--- config.mk ---
export PLATFORM = sky130hd
export DESIGN_NAME = ghost_dir_scheduler
export DESIGN_NICKNAME = d
export VERILOG_FILES = /design/src/rtl/ghost_pkg.sv /design/src/rtl/lfsr16.sv /design/src/rtl/ghost_dir_scheduler.sv
export SDC_FILE = /design/constraint.sdc
export NUM_CORES = 1
export LEC_CHECK = 0
export ABC_AREA = 1
export BUFFER_PORTS_ARGS = -buffer_cell sky130_fd_sc_hd__clkbuf_2
export CAP_MARGIN = 30
export CORE_ASPECT_RATIO = 1.5
export CORE_UTILIZATION = 52
export DETAILED_ROUTE_END_ITERATION = 6
export GPL_ROUTABILITY_DRIVEN = 0
export MAX_ROUTING_LAYER = met4
export PLACE_DENSITY = 0.77
export SLEW_MARGIN = 15
export SYNTH_ARGS = -nofsm -noshare
export SYNTH_HDL_FRONTEND = slang
export SYNTH_HIERARCHICAL = 1
export SYNTH_SLANG_ARGS = --single-unit
--- constraint.sdc ---
create_clock -name Clk -period 2.7 [get_ports Clk]
set_input_delay 0.405 -clock Clk [delete_from_list [all_inputs] [get_ports Clk]]
set_output_delay 0.405 -clock Clk [all_outputs]
set_load 0.03 [all_outputs]
--- src/rtl/ghost_pkg.sv ---
// Shared types and keycode helpers for the ghost direction scheduler.
package ghost_pkg;

  localparam logic [7:0] KEY_LEFT  = 8'h07;
  localparam logic [7:0] KEY_RIGHT = 8'h16;
  localparam logic [7:0] KEY_DOWN  = 8'h1A;
  localparam logic [7:0] KEY_UP    = 8'h04;
  localparam logic [7:0] KEY_NONE  = 8'h00;

  // Encoding chosen so a direction's reverse is the value with bit 0 flipped.
  typedef enum logic [1:0] {
    DIR_L = 2'd0,
    DIR_R = 2'd1,
    DIR_D = 2'd2,
    DIR_U = 2'd3
  } dir_e;

  typedef enum logic [1:0] {
    IDLE   = 2'd0,
    REQ    = 2'd1,
    DECIDE = 2'd2,
    NEXT   = 2'd3
  } sched_state_e;

  function automatic logic [7:0] dir_to_key(input dir_e d);
    logic [7:0] k;
    case (d)
      DIR_L:   k = KEY_LEFT;
      DIR_R:   k = KEY_RIGHT;
      DIR_D:   k = KEY_DOWN;
      default: k = KEY_UP;
    endcase
    return k;
  endfunction

  // True when the keycode names one of the four directions.
  function automatic logic key_is_dir(input logic [7:0] k);
    return (k == KEY_LEFT) || (k == KEY_RIGHT) || (k == KEY_DOWN) || (k == KEY_UP);
  endfunction

  // Only meaningful when key_is_dir(k) is true.
  function automatic dir_e key_to_dir(input logic [7:0] k);
    dir_e d;
    case (k)
      KEY_RIGHT: d = DIR_R;
      KEY_DOWN:  d = DIR_D;
      KEY_UP:    d = DIR_U;
      default:   d = DIR_L;
    endcase
    return d;
  endfunction

  function automatic dir_e reverse_dir(input dir_e d);
    return dir_e'(d ^ 2'b01);
  endfunction

endpackage

--- src/rtl/lfsr16.sv ---
// Free-running 16-bit Galois LFSR, polynomial x^16+x^14+x^13+x^11.
module lfsr16 #(
  parameter logic [15:0] SEED = 16'hACE1
) (
  input  logic        Clk,
  input  logic        Reset,
  output logic [15:0] lfsr
);

  // Shift right and fold the outgoing bit back through the tap mask every cycle.
  always_ff @(posedge Clk) begin
    if (Reset) begin
      lfsr <= SEED;
    end else begin
      lfsr <= {1'b0, lfsr[15:1]} ^ (lfsr[0] ? 16'hB400 : 16'h0000);
    end
  end

endmodule

--- src/rtl/ghost_dir_scheduler.sv ---
// Per-frame scheduler: shares one wall-lookup port among the ghosts and
// picks each ghost's next direction keycode.
module ghost_dir_scheduler
  import ghost_pkg::*;
#(
  parameter int          NUM_GHOSTS  = 4,
  parameter int          HOLD_FRAMES = 32,
  parameter logic [15:0] LFSR_SEED   = 16'hACE1
) (
  input  logic                          Clk,
  input  logic                          Reset,
  input  logic                          frame_clk,
  input  logic                          pause,
  output logic                          map_req,
  output logic [$clog2(NUM_GHOSTS)-1:0] map_ghost,
  input  logic                          map_ack,
  input  logic [4:0]                    mapL,
  input  logic [4:0]                    mapR,
  input  logic [4:0]                    mapB,
  input  logic [4:0]                    mapT,
  output logic [8*NUM_GHOSTS-1:0]       ghost_key,
  output logic                          sched_busy
);

  localparam int IDX_W  = $clog2(NUM_GHOSTS);
  localparam int HOLD_W = $clog2(HOLD_FRAMES);

  sched_state_e      state_q, state_d;
  logic [IDX_W-1:0]  idx_q, idx_d;
  logic [3:0]        open_q;      // bit index = dir_e
  logic              pending_q;
  logic              frame_q;
  logic              frame_edge;
  logic              pass_start;
  logic [15:0]       lfsr_val;
  logic              lfsr_unused;

  logic [7:0]        key_q  [NUM_GHOSTS];
  logic [HOLD_W-1:0] hold_q [NUM_GHOSTS];

  logic [7:0]        cur_key, new_key;
  logic [HOLD_W-1:0] cur_hold, new_hold;
  logic              cur_valid;
  dir_e              cur_dir, pick_dir;
  logic [3:0]        cand;
  logic [1:0]        rot;
  logic              found;

  lfsr16 #(.SEED(LFSR_SEED)) u_lfsr (
    .Clk   (Clk),
    .Reset (Reset),
    .lfsr  (lfsr_val)
  );

  // Only the two low LFSR bits steer the pick; the rest just keep the sequence long.
  assign lfsr_unused = ^lfsr_val[15:2];

  assign frame_edge = frame_clk & ~frame_q;
  assign map_ghost  = idx_q;

  // Frame strobe history and the one-deep pending-pass flag.
  always_ff @(posedge Clk) begin
    if (Reset) begin
      frame_q   <= 1'b0;
      pending_q <= 1'b0;
    end else begin
      frame_q <= frame_clk;
      if (pass_start) begin
        pending_q <= 1'b0;
      end else if (frame_edge && (state_q != IDLE)) begin
        pending_q <= 1'b1;
      end
    end
  end

  // FSM state, ghost index and captured open-side mask.
  always_ff @(posedge Clk) begin
    if (Reset) begin
      state_q <= IDLE;
      idx_q   <= '0;
      open_q  <= '0;
    end else begin
      state_q <= state_d;
      idx_q   <= idx_d;
      if ((state_q == REQ) && map_ack) begin
        open_q <= {mapT == 5'd0, mapB == 5'd0, mapR == 5'd0, mapL == 5'd0};
      end
    end
  end

  // Next-state and handshake outputs.
  always_comb begin
    // NOTE: every output of a combinational block gets a default first so no path leaves it unassigned and infers a latch.
    state_d    = state_q;
    idx_d      = idx_q;
    map_req    = 1'b0;
    sched_busy = 1'b1;
    pass_start = 1'b0;
    case (state_q)
      IDLE: begin
        sched_busy = 1'b0;
        if ((frame_edge || pending_q) && !pause) begin
          state_d    = REQ;
          idx_d      = '0;
          pass_start = 1'b1;
        end
      end
      REQ: begin
        map_req = 1'b1;
        if (map_ack) state_d = DECIDE;
      end
      DECIDE: state_d = NEXT;
      NEXT: begin
        if (idx_q == IDX_W'(NUM_GHOSTS - 1)) begin
          state_d = IDLE;
        end else begin
          idx_d   = idx_q + 1'b1;
          state_d = REQ;
        end
      end
      default: state_d = IDLE;
    endcase
  end

  // Direction choice for the ghost currently being decided.
  always_comb begin
    // NOTE: combinational logic uses blocking assignments so later lines see the values computed above them.
    cur_key   = key_q[idx_q];
    cur_hold  = hold_q[idx_q];
    cur_valid = key_is_dir(cur_key);
    cur_dir   = key_to_dir(cur_key);
    cand      = open_q;
    if (cur_valid) cand[reverse_dir(cur_dir)] = 1'b0;
    if (cand == 4'b0000) cand = open_q;
    pick_dir = DIR_L;
    found    = 1'b0;
    rot      = '0;
    for (int k = 0; k < 4; k++) begin
      rot = lfsr_val[1:0] + 2'(k);
      if (!found && cand[rot]) begin
        pick_dir = dir_e'(rot);
        found    = 1'b1;
      end
    end
    new_key  = cur_key;
    new_hold = '0;
    if (cur_valid && open_q[cur_dir] && (cur_hold != '0)) begin
      new_hold = cur_hold - 1'b1;
    end else if (open_q != 4'b0000) begin
      new_key  = dir_to_key(pick_dir);
      new_hold = HOLD_W'(HOLD_FRAMES - 1);
    end
  end

  // Per-ghost key and hold registers, written once per ghost per pass.
  always_ff @(posedge Clk) begin
    if (Reset) begin
      // NOTE: this small register file is reset because its contents drive ghost motion straight after reset.
      for (int i = 0; i < NUM_GHOSTS; i++) begin
        key_q[i]  <= KEY_NONE;
        hold_q[i] <= '0;
      end
    end else if (state_q == DECIDE) begin
      key_q[idx_q]  <= new_key;
      hold_q[idx_q] <= new_hold;
    end
  end

  for (genvar g = 0; g < NUM_GHOSTS; g++) begin : g_pack
    assign ghost_key[8*g +: 8] = key_q[g];
  end

endmodule

==> out/metrics.yaml <==
synth_seq_cells: 80
clkPwrFrac: 0.211
core.rowCount: 39
postRouteWirelength_um: 11260
criticalPathCategory: "reg2reg"
area.growth.synth_to_final_pct: 32.60
critPathLaunchType: "flip-flop"
die_area_um2: 8347
design.core.area_um2: 7661
comb_power_share: 0.505
fin_crit_sh: 1.174
route.detailed.vias_per_inst: 5.473
antennaDiodeCount: 0
number_of_antenna_violations_at_the_first_check_in_global_routing: 0
outcome: "finished with violations"
power_frac_seq: 0.283
vdd_drop_max_v: 0.0007146
failed_checks: "negative setup slack"
portBuffers: 60
tritoncts: "yes"
fmax_mhz: 315.5
insertion_delay_ns: 0.35
library_cell_with_the_largest_summed_area_after_synthesis: "edfxtp_1"
die_w_um: 74.93
path_clk_slew_ns: 0.07
yosys.area.top_type_share: 0.3764
ys_top_cells_by_count: "134 x nand2_1, 71 x nor2_1, 52 x edfxtp_1"
ys_top_cells_by_area: "edfxtp_1 38%, dfxtp_1 14%, nand2_1 12%, nor2_1 6.4%, nand3_1 4.9%"
synth_most_common_cell: "nand2_1"
min-delay-path-class: "in2reg"
synth_sequential_area_ratio: 0.5115
route.vias.total: 3924
synthArstFlopShare: 0
clock_path_buffers: 2
synth_flop_cell: "edfxtp_1"
final_core_density: 0.7181
post_route_minimum_period_ns: 3.169
final_ws_setup_ns: -0.4694
post_drt_wl_per_cell_um: 15.71
timing.max_cap.violations: 0
setup_repair_after_global_routing_missed_its_margin: "yes"
clock_sink_count: 80
timing_max_transition_violations_final: 0
fin_nets: 646
grt_pass1_wl_um: 16900
slew_headroom: 0.6867
timing_worst_slew_pin_value_ns: 0.4683
synth_edf_count: 52
reg2reg_depth: 24
hpwlAfterDp_um: 7155
dieHeight_um: 111.4
post_synth_instance_area_um2: 4149
post_route_cells_drive_above_1_share: 0.3642
design.portCount: 61
synth_nets: 537
internal-power_uw: 3275
setup_violators_final: 20
setup_total_negative_slack_ns: -8.369
cp_max_fo: 8
postRouteAntennaNets: 0
min_delay_path_depth: 3
cell_count_after_synthesis: 501
total_of_hold_buffers_inserted_after_clock_tree_synthesis: 0
final_hold_viol_count: 0
synth.yosys.warnings: 6
synth_cell_types: 37
drt_iter0_drc: 414
grt_overflow: 0
grt_start_max_net_pins: 20
worst_clock_skew_ns: 0.01200
power_density_cells_nw_per_um2: 1041
via_count_of_the_first_global_routing_pass: 3768
average_cell_area_after_synthesis_um2: 8.281
detail_route.first_pass.iterations: 4
remaining_drc_errors: 0
initial_utilization: 0.5416
power.static_leakage_uw: 0.002589
cts_made_buffers: 9
switching_share: 0.4281
worstSetupEndpointType: "flip-flop"
ctsHtreeMaxLevel: 3
ctsRootBufferMaster: "clkbuf_16"
p_total_uw: 5727
aggregate_global_route_resource_usage: 0.2777
pre_cts_slack_ns: -0.3510
worstPathArrival_ns: 3.27
power.net_switching_uw: 2452
worstPathRequired_ns: 2.80
## cell usage in the layout (no fill, tap or decap), types with 16 or more instances in the layout
cell        n
nand3_1    28
nand2_1   103
nand3_2    16
edfxtp_1   52
inv_1      49
buf_4      46
nor2_1     64
nand2_2    39
dfxtp_1    26
clkbuf_2   60
## sequential cells by signal (all words and copies together), names as in the netlist, named ones only
name / cells
map_ghost: 2
frame_q: 1
u_lfsr/lfsr: 16
key_q: 32
hold_q: 20
state_q: 2
open_q: 4
pending_q: 1
## area by class of cell
type,instances,area (um2)
repair buffers,111,705.7
clock inverters,7,72.57
well taps,102,127.6
clock buffers,9,225.2
inverters,55,219.0
flip-flops and latches,80,2127
multi-input cells,353,2024
fillers,534,2160
## logic make-up after synthesis
family	share of synthesized area
buf+inv	0.06966
fa+ha+maj	0.03317
simple gates	0.3094
xor+xnor	0.008445
compound gates	0.06786
flops	0.5115
## timing repair
action,CTS,global route
pin swaps,29,15
buffers inserted,8,3
resized for setup,40,36
cloned,0,0
setup endpoints to repair,20,28
## critical path: stages (launching register included)
cell	delay, ns
dfxtp_4	0.42
buf_8	0.15
nand2_2	0.07
nand2_2	0.07
nand2_1	0.06
nand2_2	0.13
nand2_2	0.07
nor2_2	0.14
nand2_2	0.09
nand2_4	0.09
nand2_4	0.06
nor2_4	0.21
nand2_2	0.11
nand2_2	0.08
nand2_2	0.06
nand3_2	0.10
nand2_2	0.06
nor2_2	0.12
nand2_1	0.06
nand2_1	0.07
nand2_2	0.10
ha_2	0.19
o211ai_1	0.18
buf_4	0.17
nor2_1	0.04
## power groups by stage
stage,clock [uW],sequential (uW),combinational [uW]
4_1_cts,1220,1610,2630
6_report,1210,1620,2890
3_3_place_gp,0,1620,2290
2_1_floorplan,0,1710,1540
3_5_place_dp,0,1620,2350
5_1_grt,1280,1640,3110
## final timing paths
kind / start / slack (ns) / endpoint
max reg2reg: flip-flop / -0.47 / key_q[2][0]
min reg2reg: u_lfsr/lfsr[4] / 0.40 / u_lfsr/lfsr[3]
min: frame_clk / 0.28 / frame_q
max: flip-flop / -0.47 / key_q[2][0]
## layer usage
metal	vias to the layer above	share of wire	GRT usage
li1	1849	-	-
met1	1811	0.35	0.2961
met2	204	0.52	0.4727
met3	60	0.070	0.05430
met4	0	0.061	0.1409
met5	-	0	-
## stage by stage
step	hold WS [ns]	area (um2)	cells
after CTS	0.2812	5356	714
after detailed placement	0.3981	4852	690
after floorplan	0.3832	4199	501
final	0.2819	5502	717
after global routing	0.3168	5502	717
after global placement	0.3924	4852	690
Note: power is estimated with default switching activity, not from simulation.
